### config.mk
export PLATFORM = sky130hd
export DESIGN_NAME = seg7_scan_decoder
export DESIGN_NICKNAME = d
export VERILOG_FILES = /design/src/rtl/seg7_scan_decoder.sv
export SDC_FILE = /design/constraint.sdc
export NUM_CORES = 1
export LEC_CHECK = 0
export ABC_AREA = 1
export CAP_MARGIN = 20
export CELL_PAD_IN_SITES_DETAIL_PLACEMENT = 2
export CELL_PAD_IN_SITES_GLOBAL_PLACEMENT = 2
export CORE_MARGIN = 8
export CORE_UTILIZATION = 34
export DETAILED_ROUTE_END_ITERATION = 16
export PLACE_DENSITY_LB_ADDON = 0.1
export SKIP_LAST_GASP = 1
export SLEW_MARGIN = 20
export SYNTH_ARGS = -nofsm -noshare
export SYNTH_HDL_FRONTEND = slang
export SYNTH_SLANG_ARGS = --single-unit
### constraint.sdc
create_clock -name clk -period 2.7 [get_ports clk]
set_input_delay 0.54 -clock clk [delete_from_list [all_inputs] [get_ports clk]]
set_output_delay 0.54 -clock clk [all_outputs]
set_load 0.005 [all_outputs]
### src/rtl/seg7_scan_decoder.sv
// seg7_scan_decoder
//
// Recovers the four digits shown on a multiplexed, active-low 7-segment
// display by snooping its segment and anode buses. Each {an, seg} sample
// must repeat for STABLE_CNT cycles before it is accepted as a digit. Four
// accepted positions form a frame, which is then published on digits.
//
// Parameters
//   STABLE_CNT   consecutive identical samples needed to accept a digit (2..255)
//
// Ports
//   clk          clock, all state changes on the rising edge
//   rst          synchronous active-high reset
//   seg[6:0]     active-low segments, seg[0]=a ... seg[6]=g
//   an[3:0]      active-low digit enables, an[i] selects position i
//   digits[15:0] last complete frame, digit i in digits[4i+3:4i]
//   frame_valid  one-cycle pulse when digits updates
//   dec_err      one-cycle pulse when a stable but undecodable pattern is accepted
//
// Configuration
//   SEG7_HEX_DECODE_EN  when defined, also decodes the hex letters A, b, C, d, E, F.
//                       When undefined, those patterns are undecodable.

module seg7_scan_decoder #(
    parameter int unsigned STABLE_CNT = 4
) (
    input  logic        clk,
    input  logic        rst,
    input  logic [6:0]  seg,
    input  logic [3:0]  an,
    output logic [15:0] digits,
    output logic        frame_valid,
    output logic        dec_err
);

    localparam logic [7:0] StableCnt = 8'(STABLE_CNT);

    // Input sample registers
    logic [6:0]       seg_q;
    logic [3:0]       an_q;

    // Stability tracking
    logic [10:0]      prev_q, prev_d;
    logic [7:0]       cnt_q, cnt_d;

    // Frame assembly
    logic [3:0][3:0]  stage_q, stage_d;
    logic [3:0]       seen_q, seen_d;
    logic [15:0]      digits_q, digits_d;
    logic             frame_valid_q, frame_valid_d;
    logic             dec_err_q, dec_err_d;

    // Combinational helpers
    logic             sample_valid;
    logic [1:0]       sample_pos;
    logic [10:0]      sample;
    logic             commit;
    logic             dec_ok;
    logic [3:0]       dec_val;
    logic             frame_xfer;

    assign sample = {an_q, seg_q};

    // A sample is usable only when exactly one position is enabled.
    always_comb begin
        sample_valid = 1'b0;
        sample_pos   = 2'd0;
        case (an_q)
            4'b1110: begin sample_valid = 1'b1; sample_pos = 2'd0; end
            4'b1101: begin sample_valid = 1'b1; sample_pos = 2'd1; end
            4'b1011: begin sample_valid = 1'b1; sample_pos = 2'd2; end
            4'b0111: begin sample_valid = 1'b1; sample_pos = 2'd3; end
            default: begin sample_valid = 1'b0; sample_pos = 2'd0; end
        endcase
    end

    // Active-low segment pattern to digit value.
    always_comb begin
        dec_ok  = 1'b1;
        dec_val = 4'h0;
        case (seg_q)
            7'h40:   dec_val = 4'h0;
            7'h79:   dec_val = 4'h1;
            7'h24:   dec_val = 4'h2;
            7'h30:   dec_val = 4'h3;
            7'h19:   dec_val = 4'h4;
            7'h12:   dec_val = 4'h5;
            7'h02:   dec_val = 4'h6;
            7'h78:   dec_val = 4'h7;
            7'h00:   dec_val = 4'h8;
            7'h10:   dec_val = 4'h9;
`ifdef SEG7_HEX_DECODE_EN
            7'h08:   dec_val = 4'hA;
            7'h03:   dec_val = 4'hB;
            7'h46:   dec_val = 4'hC;
            7'h21:   dec_val = 4'hD;
            7'h06:   dec_val = 4'hE;
            7'h0E:   dec_val = 4'hF;
`endif
            default: dec_ok  = 1'b0;
        endcase
    end

    // Stability counter. A zero count means "no run in progress", so the first
    // valid sample after an invalid one always reloads to 1 even if it matches
    // the stale prev_q.
    always_comb begin
        cnt_d  = cnt_q;
        prev_d = prev_q;
        if (!sample_valid) begin
            cnt_d = 8'd0;
        end else begin
            prev_d = sample;
            if ((sample == prev_q) && (cnt_q != 8'd0)) begin
                cnt_d = (cnt_q == 8'hFF) ? cnt_q : cnt_q + 8'd1;
            end else begin
                cnt_d = 8'd1;
            end
        end
    end

    // Commit only on the transition into StableCnt; the cnt_q check also stops
    // a run saturated at 255 from committing every cycle.
    assign commit = sample_valid && (cnt_d == StableCnt) && (cnt_q != StableCnt);

    assign frame_xfer = (seen_q == 4'hF);

    // Frame assembly. The transfer uses the old staging contents, so a commit
    // landing in the same cycle belongs to the next frame.
    always_comb begin
        stage_d       = stage_q;
        seen_d        = frame_xfer ? 4'h0 : seen_q;
        digits_d      = frame_xfer ? stage_q : digits_q;
        frame_valid_d = frame_xfer;
        dec_err_d     = 1'b0;
        if (commit) begin
            if (dec_ok) begin
                stage_d[sample_pos] = dec_val;
                seen_d[sample_pos]  = 1'b1;
            end else begin
                dec_err_d = 1'b1;
            end
        end
    end

    always_ff @(posedge clk) begin
        if (rst) begin
            seg_q         <= 7'h00;
            an_q          <= 4'h0;
            prev_q        <= 11'h000;
            cnt_q         <= 8'd0;
            stage_q       <= '0;
            seen_q        <= 4'h0;
            digits_q      <= 16'h0000;
            frame_valid_q <= 1'b0;
            dec_err_q     <= 1'b0;
        end else begin
            seg_q         <= seg;
            an_q          <= an;
            prev_q        <= prev_d;
            cnt_q         <= cnt_d;
            stage_q       <= stage_d;
            seen_q        <= seen_d;
            digits_q      <= digits_d;
            frame_valid_q <= frame_valid_d;
            dec_err_q     <= dec_err_d;
        end
    end

    assign digits      = digits_q;
    assign frame_valid = frame_valid_q;
    assign dec_err     = dec_err_q;

endmodule

# After elaboration in Yosys (flattened, before gate mapping)
# Index checks and enable logic that the tools add are counted.
# word_totals
regBits	68
latchBits	0
mem_bits_rw	0
rom_bits	0
out_inout_bits	18
n_memories	0
# op_classes
addsub	1
multipliers	0
div_mod_pow	0
magnitude_cmp	2
eq_ne	18
n_shift	0
muxes	16
n_bitwise	2
reduce_logical	10
# ops
operator	count
$pmux W4 S9	1
$mux W8	3
$eq A7 B5 Y1 const B	3
$eq A7 B7 Y1 const B	3
$bwmux W16	1
$eq A4 B4 Y1 const B	4
$mux W4	4
$eq A7 B6 Y1 const B	2
$eq A11 B11 Y1	1
$reduce_or A10 Y1	1
$add A8 B1 Y8 const B	1
$demux W4 S2	1
$eq A8 B3 Y1 const B	1
$eq A8 B8 Y1 const B	1
$ne A8 B3 Y1 const B	1
$reduce_bool A8 Y1	1
$eq A7 B2 Y1 const B	1
$logic_not A7 Y1	1
$pmux W2 S3	1
$eq A4 B3 Y1 const B	1
$logic_and A1 B1 Y1	4
$mux W1	4
$or A4 B4 Y4	1
$reduce_or A4 Y1	1
6 further kinds	6

# Logic depth before layout (Yosys ltp)
# depth
ltp_word	9
mapped_depth	15
ltp_nobuf	15

# Worst setup path before layout
# No wires, ideal clock.
# synth_timing
path_kind	register to register
start	register cnt_q[0]
end	register stage_q[5] (netlist name)
setup_time_ps	113
t_arrival_ps	1659
required_time_ps	2587
path_slack_ps	929
stages_incl_launch_ff	13
n_path_buf	0
cell_sequence	dfxtp_1 > ha_1 > nand2_1 > inv_2 > nand3_4 > xor2_1 > nand2_1 > nor2_1 > nand2_1 > nor2_4 > nand4_1 > nand2_1 > nor2_1
# synth_between
elab_chain_len	8
elab_cells_between_ends	12
classes_between	add/sub: 1; eq/ne: 3; mux: 3; reduce/logical: 5
# synth_rtl
item	line_no	text
start: declaration	44	logic [7:0] cnt_q, cnt_d;
start signal: assignment	161	cnt_q <= cnt_d;
$add A8 B1 Y8 (tied with other cells)	115	cnt_d = (cnt_q == 8'hFF) ? cnt_q : cnt_q + 8'd1;
$mux W8 / $logic_and A1 B1 Y1 (equally long branches)	115, 114	
$mux W8	114	if ((sample == prev_q) && (cnt_q != 8'd0)) begin
$mux W8	110	if (!sample_valid) begin
$eq A8 B3 Y1	124	assign commit = sample_valid && (cnt_d == StableCnt) && (cnt_q != StableCnt);
$logic_and A1 B1 Y1	124	
$logic_and A1 B1 Y1 (*)	124	
$reduce_and A2 Y1 (no source line) (*)	-	
end signal: assignment	162	stage_q <= stage_d;
end: declaration	47	logic [3:0][3:0] stage_q, stage_d;
# Every way passes the cells marked *; elsewhere a longest branch is shown, timed or not.
# A chain may end at the register's enable or synchronous reset.

# Final worst setup path
# layout_timing
start	register cnt_q[1]
end	register stage_q[6] (netlist name)
# The elaborated chain is that of the path after synthesis.

==> impl_metrics.json <==
{
  "clock_sinks": 68,
  "antenna_left": 0,
  "initial_core_util": 0.348,
  "die_x_microns": 113,
  "fmax_ghz": 0.449,
  "drtIter0Drc": 43,
  "worst_path_most_repeated_cell": "nand2_1",
  "wl_per_cell_microns": 14.9,
  "dieHeight_microns": 113,
  "synth_seq_area_share": 0.427,
  "postCtsResizedCells": 0,
  "drv_slew": 0,
  "grt_use_met2": 0.277,
  "cts_tree": "done",
  "fin_crit_sh": 0.825,
  "cp.arrival_ns": 2.47,
  "synth-async-reset-ratio": 0,
  "finalSetupViolCount": 0,
  "htreeDepth": 3,
  "end_kind": "flip-flop",
  "timing.setup.tns_ns": 0,
  "tightestPinTransition_ns": 0.615,
  "ys_warn_count": 0,
  "pwr_density_cell_nw_per_um2": 573,
  "gp_congestion": 0.760,
  "cp.required_ns": 2.94,
  "grt_setup_unrepaired": "false",
  "syn-cell-area_sq_um": 3190,
  "drtPass1Iterations": 4,
  "ys_ff_latch": 68,
  "ios": 31,
  "use_met1": 0.168,
  "cts-root-buf": "clkbuf_8",
  "fp-row-count": 35,
  "syn_area_per_cell_sq_um": 7.05,
  "drt_drc_violations_left": 0,
  "outcome": "finished clean",
  "clk_pin_slew_ns": 0.08,
  "worstSetupStartpointType": "flip-flop",
  "placed_cell_area_sq_um": 3590,
  "ys_top_cells_by_count": "nor2_1 (91), nand2_1 (89), dfxtp_1 (68)",
  "grt_antenna_before_repair": 0,
  "post_drt_via_cell_ratio": 4.87,
  "numPortBuffers": 30,
  "cts_buffers": 9,
  "grt.busiest_layer": "met2",
  "drive_above_1_share": 0.119,
  "synth_cell_type_count": 32,
  "fin_nets": 498,
  "synth_area_leaders": "dfxtp_1 (43%), nor2_1 (11%), nand2_1 (10%), inv_1 (6.8%), o21ai_0 (3.9%)",
  "core_area_sq_um": 9150,
  "crit_slowest_cell": "dfxtp_1",
  "syn_to_final_growth_pct": 20.3,
  "num_vias": 2917,
  "grtUsageTotal": 0.151,
  "max_cap_viol_count": 0,
  "critPathKind": "flip-flop to flip-flop",
  "syn_inst": 452,
  "power.leakage_nw": 1.64,
  "post-dp-hpwl_microns": 6770,
  "synthDominantCellAreaShare": 0.427,
  "cts_setup_buffers": 0,
  "gr-total-overflow": 0,
  "slowest_delay_ns": 0.37,
  "ir_drop_v": 0.000190,
  "period_minus_slack_ns": 2.23,
  "hp-class": "flip-flop to flip-flop",
  "synth_edf_count": 0,
  "fillers": 1087,
  "syn_nets": 467,
  "synth.most_common_cell": "nor2_1",
  "cp_max_fo": 10,
  "synth-main-ff-cell": "dfxtp_1",
  "slew_headroom": 0.590,
  "clock_path_buffers": 2,
  "insertedDiodeCount": 0,
  "hold_viol": 0,
  "critical_path.cell_chain": "ha_1, nand2_1, inv_2, nand3_4, xor2_1, nand2_1, nor2_1, nand2_1, nor2_4, nand4_1, nand2_1, nor2_1",
  "grt_max_degree": 36,
  "design_area_sq_um": 3830,
  "grt_pass1_vias": 3254,
  "finClkSkew_ns": 0.00758,
  "holdWs_ns": 0.463,
  "ctsHoldBuffers": 0,
  "die-area_sq_um": 12700,
  "synth_area_leader_cell": "dfxtp_1",
  "wl_microns": 8930,
  "grt_pass1_wl_microns": 15600,
  "grt_util_met3": 0.0314,
  "clock_latency_ns": 0.35
}
[cell families after synthesis]
logic type               after synthesis  synth area share
AND/OR/NAND/NOR                      244             0.368
buffers and inverters                 81            0.0977
flip-flops                            68             0.427
AO/OA/AOI/OAI                         53            0.0887
XOR/XNOR                               4            0.0110
adder cells (fa/ha/maj)                2           0.00785
[flip-flops by register name, summed over array words and instances, names as in the netlist, 4 cells and up]
register,count
prev_q,11
digits,16
cnt_q,8
an_q,4
seen_q,4
seg_q,7
stage_q,16
[path summary, 6_finish.rpt]
| path | start | to | slack (ns) | cells after the start |
|---|---|---|---|---|
| max reg2reg | cnt_q[1] | stage_q[6] | 0.47 | 12 |
| min reg2reg | stage_q[2] | digits[2] | 0.46 | 2 |
| max | cnt_q[1] | stage_q[6] | 0.47 | 12 |
| min | stage_q[2] | digits[2] | 0.46 | 2 |
[cell type report]
type | count | area (sq um) | area share
flip-flops and latches | 68 | 1360 | 0.355
inverters | 68 | 256 | 0.0669
well taps | 111 | 139 | 0.0362
clock inverters | 6 | 111 | 0.0290
repair buffers | 33 | 323 | 0.0842
multi-input cells | 303 | 1520 | 0.395
clock buffers | 10 | 128 | 0.0333
[through the flow]
step / cells / setup slack (ns) / utilization / total power [mW]
2_1_floorplan: 452 / 0.929 / - / 1.14
3_3_place_gp: 583 / 0.616 / 0.393 / 1.19
3_5_place_dp: 583 / 0.525 / 0.393 / 1.19
4_1_cts: 599 / 0.453 / 0.419 / 2.25
5_1_grt: 599 / 0.240 / 0.419 / 2.29
6_report: 599 / 0.473 / 0.419 / 2.20
[power breakdown]
part / switching, mW / leakage [nW] / internal, mW
clock: 0.414 / 0.117 / 0.616
sequential: 0.0160 / 0.551 / 1.02
combinational: 0.0871 / 0.968 / 0.0479
[critical path: cells and delay by family, from the launching register on]
kind	cells	cell delay (ns)
buf+inv	1	0.12
xor+xnor	1	0.32
flops	1	0.37
fa+ha+maj	1	0.21
simple gates	9	1.09
[cells in the final DEF, fill, tap and decap left out, drive strengths merged]
master,netlist,routed
clkinvlp,0,1
a31oi,2,2
buf,5,3
nand3b,1,1
inv,67,68
clkdlybuf4s50,0,30
xnor2,3,3
clkinv,1,2
nor4,1,1
or2,1,1
a21oi,20,20
o21ai,27,27
nor2,104,104
nand4,18,18
bufinv,0,3
nand3,22,22
clkbuf,8,10
nor3,4,4
o2111ai,1,1
o211ai,3,3
dfxtp,68,68
xor2,1,1
ha,2,2
nand2,93,93
[layer usage]
metal | share of wire | routed length, microns
met2 | 0.51 | 4550
met4 | 0.014 | 129
met1 | 0.45 | 4000
met3 | 0.028 | 253
met5 | 0 | 0
No activity file was read; power rests on OpenSTA's default activity.
